[config.mk]
export PLATFORM = sky130hd
export DESIGN_NAME = sw_debounce_sync
export DESIGN_NICKNAME = d
export VERILOG_FILES = /design/src/rtl/sw_debounce_sync_pkg.sv /design/src/rtl/sw_debounce_sync_bit.sv /design/src/rtl/sw_debounce_sync.sv
export SDC_FILE = /design/constraint.sdc
export NUM_CORES = 1
export LEC_CHECK = 0
export CORE_ASPECT_RATIO = 1.4
export CORE_MARGIN = 8
export CORE_UTILIZATION = 45
export CTS_CLUSTER_SIZE = 12
export DETAILED_ROUTE_END_ITERATION = 16
export SLEW_MARGIN = 20
export SYNTH_ARGS = -nofsm -noshare
export SYNTH_HDL_FRONTEND = slang
export SYNTH_HIERARCHICAL = 1
export SYNTH_SLANG_ARGS = --single-unit
[constraint.sdc]
create_clock -name clk -period 2 [get_ports clk]
set_input_delay 0.4 -clock clk [delete_from_list [all_inputs] [get_ports clk]]
set_output_delay 0.4 -clock clk [all_outputs]
set_load 0.02 [all_outputs]
[src/rtl/sw_debounce_sync_pkg.sv]
// Shared definitions for the switch debouncer: per-bit FSM encoding, default sizing
// and the configuration range check used at elaboration.
package sw_debounce_sync_pkg;

  localparam int unsigned DEF_WIDTH      = 8;
  localparam int unsigned DEF_CNT_W      = 16;
  localparam int unsigned DEF_DEB_CYCLES = 50000;

  typedef enum logic {
    ST_STABLE  = 1'b0,
    ST_PENDING = 1'b1
  } deb_state_e;

  // Window must be at least one cycle and representable in the counter.
  function automatic bit deb_cfg_ok(input int unsigned deb, input int unsigned cnt_w);
    return (deb >= 32'd1) && ((cnt_w >= 32'd32) || (deb < (32'd1 << cnt_w)));
  endfunction

endpackage

[src/rtl/sw_debounce_sync_bit.sv]
// One switch bit: 2-flop synchroniser, STABLE/PENDING debounce FSM and window counter.
module sw_debounce_sync_bit
  import sw_debounce_sync_pkg::*;
#(
  parameter int unsigned CNT_W      = DEF_CNT_W,
  parameter int unsigned DEB_CYCLES = DEF_DEB_CYCLES
) (
  input  logic clk,
  input  logic rst,
  input  logic en,
  input  logic sw_in,
  input  logic block,
  output logic upd_c,
  output logic rise_req_c,
  output logic sw_out,
  output logic rise,
  output logic fall,
  output logic pending
);

  logic             s1_q, s2_q;
  deb_state_e       state_q, state_d;
  logic [CNT_W-1:0] cnt_q, cnt_d;
  logic             out_q, out_d;
  logic             rise_q, rise_d;
  logic             fall_q, fall_d;
  logic             differ_c, at_limit_c, accept_c;

  always_comb begin
    state_d    = state_q;
    cnt_d      = cnt_q;
    out_d      = out_q;
    rise_d     = 1'b0;
    fall_d     = 1'b0;
    differ_c   = (s2_q != out_q);
    // A one-cycle window accepts straight from STABLE with no PENDING dwell.
    at_limit_c = (state_q == ST_PENDING) ? (cnt_q >= CNT_W'(DEB_CYCLES - 1))
                                         : (DEB_CYCLES == 1);
    accept_c   = en && differ_c && at_limit_c;
    rise_req_c = accept_c && s2_q;
    upd_c      = accept_c && !(block && s2_q);

    if (!en || !differ_c) begin
      state_d = ST_STABLE;
      cnt_d   = '0;
    end else if (upd_c) begin
      state_d = ST_STABLE;
      cnt_d   = '0;
      out_d   = s2_q;
      rise_d  = s2_q;
      fall_d  = !s2_q;
    end else if (state_q == ST_STABLE) begin
      state_d = ST_PENDING;
      cnt_d   = CNT_W'(1);
    end else if (!accept_c && (cnt_q != '1)) begin
      // A blocked bit parks at the limit so it accepts as soon as it is released.
      cnt_d = cnt_q + CNT_W'(1);
    end
  end

  always_ff @(posedge clk or posedge rst) begin
    if (rst) begin
      s1_q    <= 1'b0;
      s2_q    <= 1'b0;
      state_q <= ST_STABLE;
      cnt_q   <= '0;
      out_q   <= 1'b0;
      rise_q  <= 1'b0;
      fall_q  <= 1'b0;
    end else begin
      s1_q    <= sw_in;
      s2_q    <= s1_q;
      state_q <= state_d;
      cnt_q   <= cnt_d;
      out_q   <= out_d;
      rise_q  <= rise_d;
      fall_q  <= fall_d;
    end
  end

  assign sw_out  = out_q;
  assign rise    = rise_q;
  assign fall    = fall_q;
  assign pending = (state_q == ST_PENDING);

endmodule

[src/rtl/sw_debounce_sync.sv]
// Synchronised, debounced switch vector with change/edge strobes for the priority encoder.
// Optional SW_DEBOUNCE_LOCK_EN keeps at most one sw_out bit set at any time.
module sw_debounce_sync
  import sw_debounce_sync_pkg::*;
#(
  parameter int unsigned WIDTH      = DEF_WIDTH,
  parameter int unsigned CNT_W      = DEF_CNT_W,
  parameter int unsigned DEB_CYCLES = DEF_DEB_CYCLES
) (
  input  logic             clk,
  input  logic             rst,
  input  logic             en,
  input  logic [WIDTH-1:0] sw_in,
  output logic [WIDTH-1:0] sw_out,
  output logic             changed,
  output logic [WIDTH-1:0] rise,
  output logic [WIDTH-1:0] fall,
  output logic             stable
);

  if (!deb_cfg_ok(DEB_CYCLES, CNT_W)) begin : g_bad_cfg
    $error("sw_debounce_sync: DEB_CYCLES must be in 1..2**CNT_W-1");
  end

  logic [WIDTH-1:0] upd_c, rise_req_c, block_c, pending_c;
  logic             changed_q, changed_d;

  for (genvar i = 0; i < WIDTH; i++) begin : g_bit
    sw_debounce_sync_bit #(
      .CNT_W      (CNT_W),
      .DEB_CYCLES (DEB_CYCLES)
    ) u_bit (
      .clk        (clk),
      .rst        (rst),
      .en         (en),
      .sw_in      (sw_in[i]),
      .block      (block_c[i]),
      .upd_c      (upd_c[i]),
      .rise_req_c (rise_req_c[i]),
      .sw_out     (sw_out[i]),
      .rise       (rise[i]),
      .fall       (fall[i]),
      .pending    (pending_c[i])
    );
  end

`ifdef SW_DEBOUNCE_LOCK_EN
  // Hold a rise while any other bit is set, or while a lower bit rises on this edge.
  always_comb begin
    block_c = '0;
    for (int i = 0; i < WIDTH; i++) begin
      block_c[i] = |(sw_out & ~(WIDTH'(1) << i));
      for (int j = 0; j < i; j++) begin
        if (rise_req_c[j]) block_c[i] = 1'b1;
      end
    end
  end
`else
  logic unused_rise_req;
  assign unused_rise_req = ^rise_req_c;
  assign block_c         = '0;
`endif

  assign changed_d = |upd_c;

  always_ff @(posedge clk or posedge rst) begin
    if (rst) changed_q <= 1'b0;
    else     changed_q <= changed_d;
  end

  assign changed = changed_q;
  assign stable  = ~|pending_c;

endmodule

# After elaboration in Yosys (flattened, before gate mapping)
# Cells that the tools add are included.
word_totals:
  ff_bits: 177
  latch_bits: 0
  ram_bits: 0
  romBits: 0
  in_bits: 11
  output_inout_bits: 26
  wordCells: 261
  n_memories: 0
classes:
  addsub: 8
  n_mul: 0
  div_mod_pow: 0
  magnitude_cmp: 8
  n_eq_ne: 24
  shifts: 0
  muxes: 88
  bitwise_logic: 8
  n_reduce_logical: 68
ops:
  columns: ["operator", "n"]
  rows:
  - ["2-to-1 mux 16 bit", 32]
  - ["adder 16 x 1 -> 16 bit, second input constant", 8]
  - ["greater-or-equal comparator 16 bit, second input constant", 8]
  - ["!= test 16 bit, second input constant", 8]
  - ["2-to-1 mux 1 bit", 56]
  - ["!= test 4 bit, second input constant", 8]
  - ["logical NOT 1 bit", 26]
  - ["logical AND 1 bit", 24]
  - ["AND reduction 2 bit", 8]
  - ["OR reduction 8 bit", 2]
  - ["logical OR 1 bit", 8]
  - ["!= test 1 bit", 8]
  - ["inverter 1 bit", 8]

# Logic depth before layout (Yosys ltp)
logic_depth:
  ltp_word: 9
  ltp_mapped: 8
  ltp_nobuf: 7

# Cells and area by module
# The synthesis kept the hierarchy.
modules_own_cells:
  columns: ["mod", "n_inst", "cells_each", "area_per_inst_um2", "seq_area_each_um2"]
  rows:
  - ["sw_debounce_sync_bit at g_bit[0].u_bit ...", 7, 144, 1268.7, 550.5]
  - ["sw_debounce_sync_bit at g_bit[5].u_bit", 1, 145, 1277.5, 550.5]
  - ["sw_debounce_sync", 1, 9, 67.6, 25.0]

# Worst setup path before layout
# OpenSTA, ideal clock, no wires.
synth_path:
  path_type: "reg-to-reg"
  startpoint: "register g_bit[5].u_bit.cnt_q[0]"
  endpoint: "register g_bit[5].u_bit.cnt_q[11]"
  setup_time_ns: 0.074
  arrival_time_ns: 1.780
  t_required_ns: 1.926
  setup_slack_ns: 0.146
  stages_incl_launch_ff: 8
  path_buffers: 1
  synth_period_minus_slack_ns: 1.854
  path_cell_list: "dfrtp_1 > ha_1 > nand3_1 > a211oi_1 > or3_1 > buf_6 > or3_1 > o21ai_2"
synth_between:
  elab_chain_cells: 6
  elab_cells_between_ends: 12
  classes_between: "add/sub: 1; order compare: 1; eq/ne: 2; mux: 5; reduce/logical: 3"
synth_rtl:
  columns: ["item", "line", "source"]
  rows:
  - ["start, declared", "sw_debounce_sync_bit.sv:23", "logic [CNT_W-1:0] cnt_q, cnt_d;"]
  - ["start signal, assigned", "sw_debounce_sync_bit.sv:74", "cnt_q <= cnt_d;"]
  - ["greater-or-equal comparator 16 bit", "sw_debounce_sync_bit.sv:37", "at_limit_c = (state_q == ST_PENDING) ? (cnt_q >= CNT_W'(DEB_CYCLES - 1))"]
  - ["2-to-1 mux 1 bit", "sw_debounce_sync_bit.sv:37", null]
  - ["logical AND 1 bit", "sw_debounce_sync_bit.sv:39", "accept_c = en && differ_c && at_limit_c;"]
  - ["logical NOT 1 bit", "sw_debounce_sync_bit.sv:55", "end else if (!accept_c && (cnt_q != '1)) begin"]
  - ["logical AND 1 bit", "sw_debounce_sync_bit.sv:55", null]
  - ["!= test 4 bit (no line)", null, null]
# Parallel ways exist; a longest one is shown, timed or not. The select of a mux whose other input is x is not followed.
# A chain may end at the register's enable or synchronous reset.

# Final worst setup path
layout_path:
  startpoint: "register g_bit[5].u_bit.state_q"
  endpoint: "output stable"
layout_between:
  elab_chain_cells: 2
layout_rtl:
  columns: ["item", "line", "source"]
  rows:
  - ["start, declared", "sw_debounce_sync_bit.sv:22", "deb_state_e state_q, state_d;"]
  - ["start signal, assigned", "sw_debounce_sync_bit.sv:73", "state_q <= state_d;"]
  - ["OR reduction 8 bit", "sw_debounce_sync.sv:72", "assign stable = ~|pending_c;"]
  - ["logical NOT 1 bit", "sw_debounce_sync.sv:72", null]
  - ["end, declared", "sw_debounce_sync.sv:18", "output logic stable"]
# No other way between the ends.

==> results.yml <==
floorplanning:
  fp.dieArea_mm2: 0.02780
  rows: 65
  core-area_mm2: 0.02237
  ioPinCount: 37
  start_util: 0.4559
  die_y_um: 194.1
  die_x_um: 143.2
route:
  firstDrtPassIters: 5
  vias: 9601
  dr.first_iter.drc_count: 534
  wl_per_cell_um: 16.72
  viasPerCell: 5.808
  detail-route-antenna-nets: 0
  drc: 0
  wl_um: 27640
timing:
  post-route-min-period_ps: 2021
  slew_viol_final: 0
  max_slew_margin: 0.4667
  setup_ws_ps: -21.23
  finalCritPeriodShare: 1.011
  rsz0062_at_grt: "true"
  finalSetupViolCount: 1
  finClkSkew_ps: 9.811
  fmax_mhz: 494.7
  setup-tns-final_ps: -21.23
  hold_viol: 0
  worst_slew_pin_slew_ps: 796.5
clock_tree:
  cts_buffer_depth: 2
  clk_latency_ps: 430
  ctsHoldBuffers: 0
  numClockSinks: 177
  clock-root-buffer: "clkbuf_16"
  cts-buffers-inserted: 17
  h-tree-depth: 4
  cts_tree: "done"
  clkTransAtPathRegs_ps: 60
grt:
  grt_pass1_wl_um: 46290
  grt_antenna_before_repair: 0
  gr-total-overflow: 0
  grt_pass1_vias: 9513
  grt_max_degree: 23
  globalRouteTotalUtil: 0.2029
cells_and_area:
  drive_gt1_frac: 0.1871
  insertedDiodeCount: 0
  final_common_cell: "dfrtp_1"
  nets: 1358
  filler_cell_count: 2008
  syn2layout_area_growth_pct: 25.28
  layout_common_cells: "dfrtp_1, buf_4, nand2_1, nand3_1, a21oi_1"
synth:
  synth_cells: 1154
  yosys_warnings: 6
  synth.avg_cell_area_um2: 8.835
  syn_area_mm2: 0.01020
placement:
  hpwl_um: 20120
  numPortBuffers: 36
  place_congestion: 0.8783
  place_ws_ps: -127.9
critical_path:
  crit_type: "reg -> out"
  crit_path_start_kind: "flip-flop"
  crit_path_end_kind: "primary output"
  crit_arrival_ps: 1620
  cp.required_ps: 1600
  worst-path-max-fanout: 2
power_and_ir_drop:
  ir_drop_mv: 0.6190
  leakage_nw: 5.718
  power_mw: 7.765
  power_density_mw_per_mm2: 607.9
min_path:
  hp-class: "reg -> reg"
run_status:
  violations: "setup timing"
  status: "finished with violations"
run:
  cap_viol_max_count: 0
==> flip-flops by register name (all words and copies together) (netlist names) <==
signal	count
changed	1
g_bit.u_bit/cnt_q	128
g_bit.u_bit/fall	8
g_bit.u_bit/pending	8
g_bit.u_bit/rise	8
g_bit.u_bit/s1_q	8
g_bit.u_bit/s2_q	8
g_bit.u_bit/sw_out	8
==> per-layer routing <==
metal,global-route usage,share of wire
met5,0,0
met4,0.07034,0.019
met3,0.03302,0.036
met2,0.3581,0.52
met1,0.2421,0.43
==> metrics by stage <==
step	cells	instance area (um2)	util	hold slack [ps]
after floorplan	1185	10310	-	128.7
after global placement	1620	11940	0.5339	331.8
after global routing	1653	12770	0.5711	356.0
after detailed placement	1620	11940	0.5339	335.7
after CTS	1652	12590	0.5631	351.0
final	1653	12770	0.5711	346.5
==> worst paths after layout <==
| check | startpoint | endpoint | slack (ps) | depth (start not counted) |
|---|---|---|---|---|
| max | g_bit[5].u_bit/pending | stable | -20 | 3 |
| min | g_bit[5].u_bit/s1_q | g_bit[5].u_bit/s2_q | 350 | 0 |
| max reg2reg | g_bit[4].u_bit/cnt_q[0] | g_bit[4].u_bit/cnt_q[2] | 90 | 7 |
| min reg2reg | g_bit[5].u_bit/s1_q | g_bit[5].u_bit/s2_q | 350 | 0 |
| max in group asynchronous | rst | g_bit[0].u_bit/cnt_q[15] | 1000 | 3 |
| min in group asynchronous | rst | changed | 450 | 2 |
==> what timing repair did <==
action | CTS | global route
resized for setup | 7 | 35
endpoints found under the setup margin | 1 | 50
setup buffers | 0 | 1
pin swaps | 1 | 3
==> final cells by class <==
class,instances,area [um2],area share
inverter,57,214.0,0.01675
timing repair buffer,183,1478,0.1157
sequential,177,4431,0.3469
clock inverter,9,151.4,0.01185
tap,301,376.6,0.02948
multi-input combinational,903,5625,0.4404
clock buffer,23,498.0,0.03899
==> critical path: stages, from the launching register on <==
cell and delay [ps]:
dfrtp_1 380, or4_4 550, nor2_4 140, buf_6 130
==> report_power, final <==
group	switching (mW)	internal, mW
combinational	0.296	0.181
clock	1.39	2.26
sequential	0.0268	3.61
Note: power is estimated with default switching activity, not from simulation.
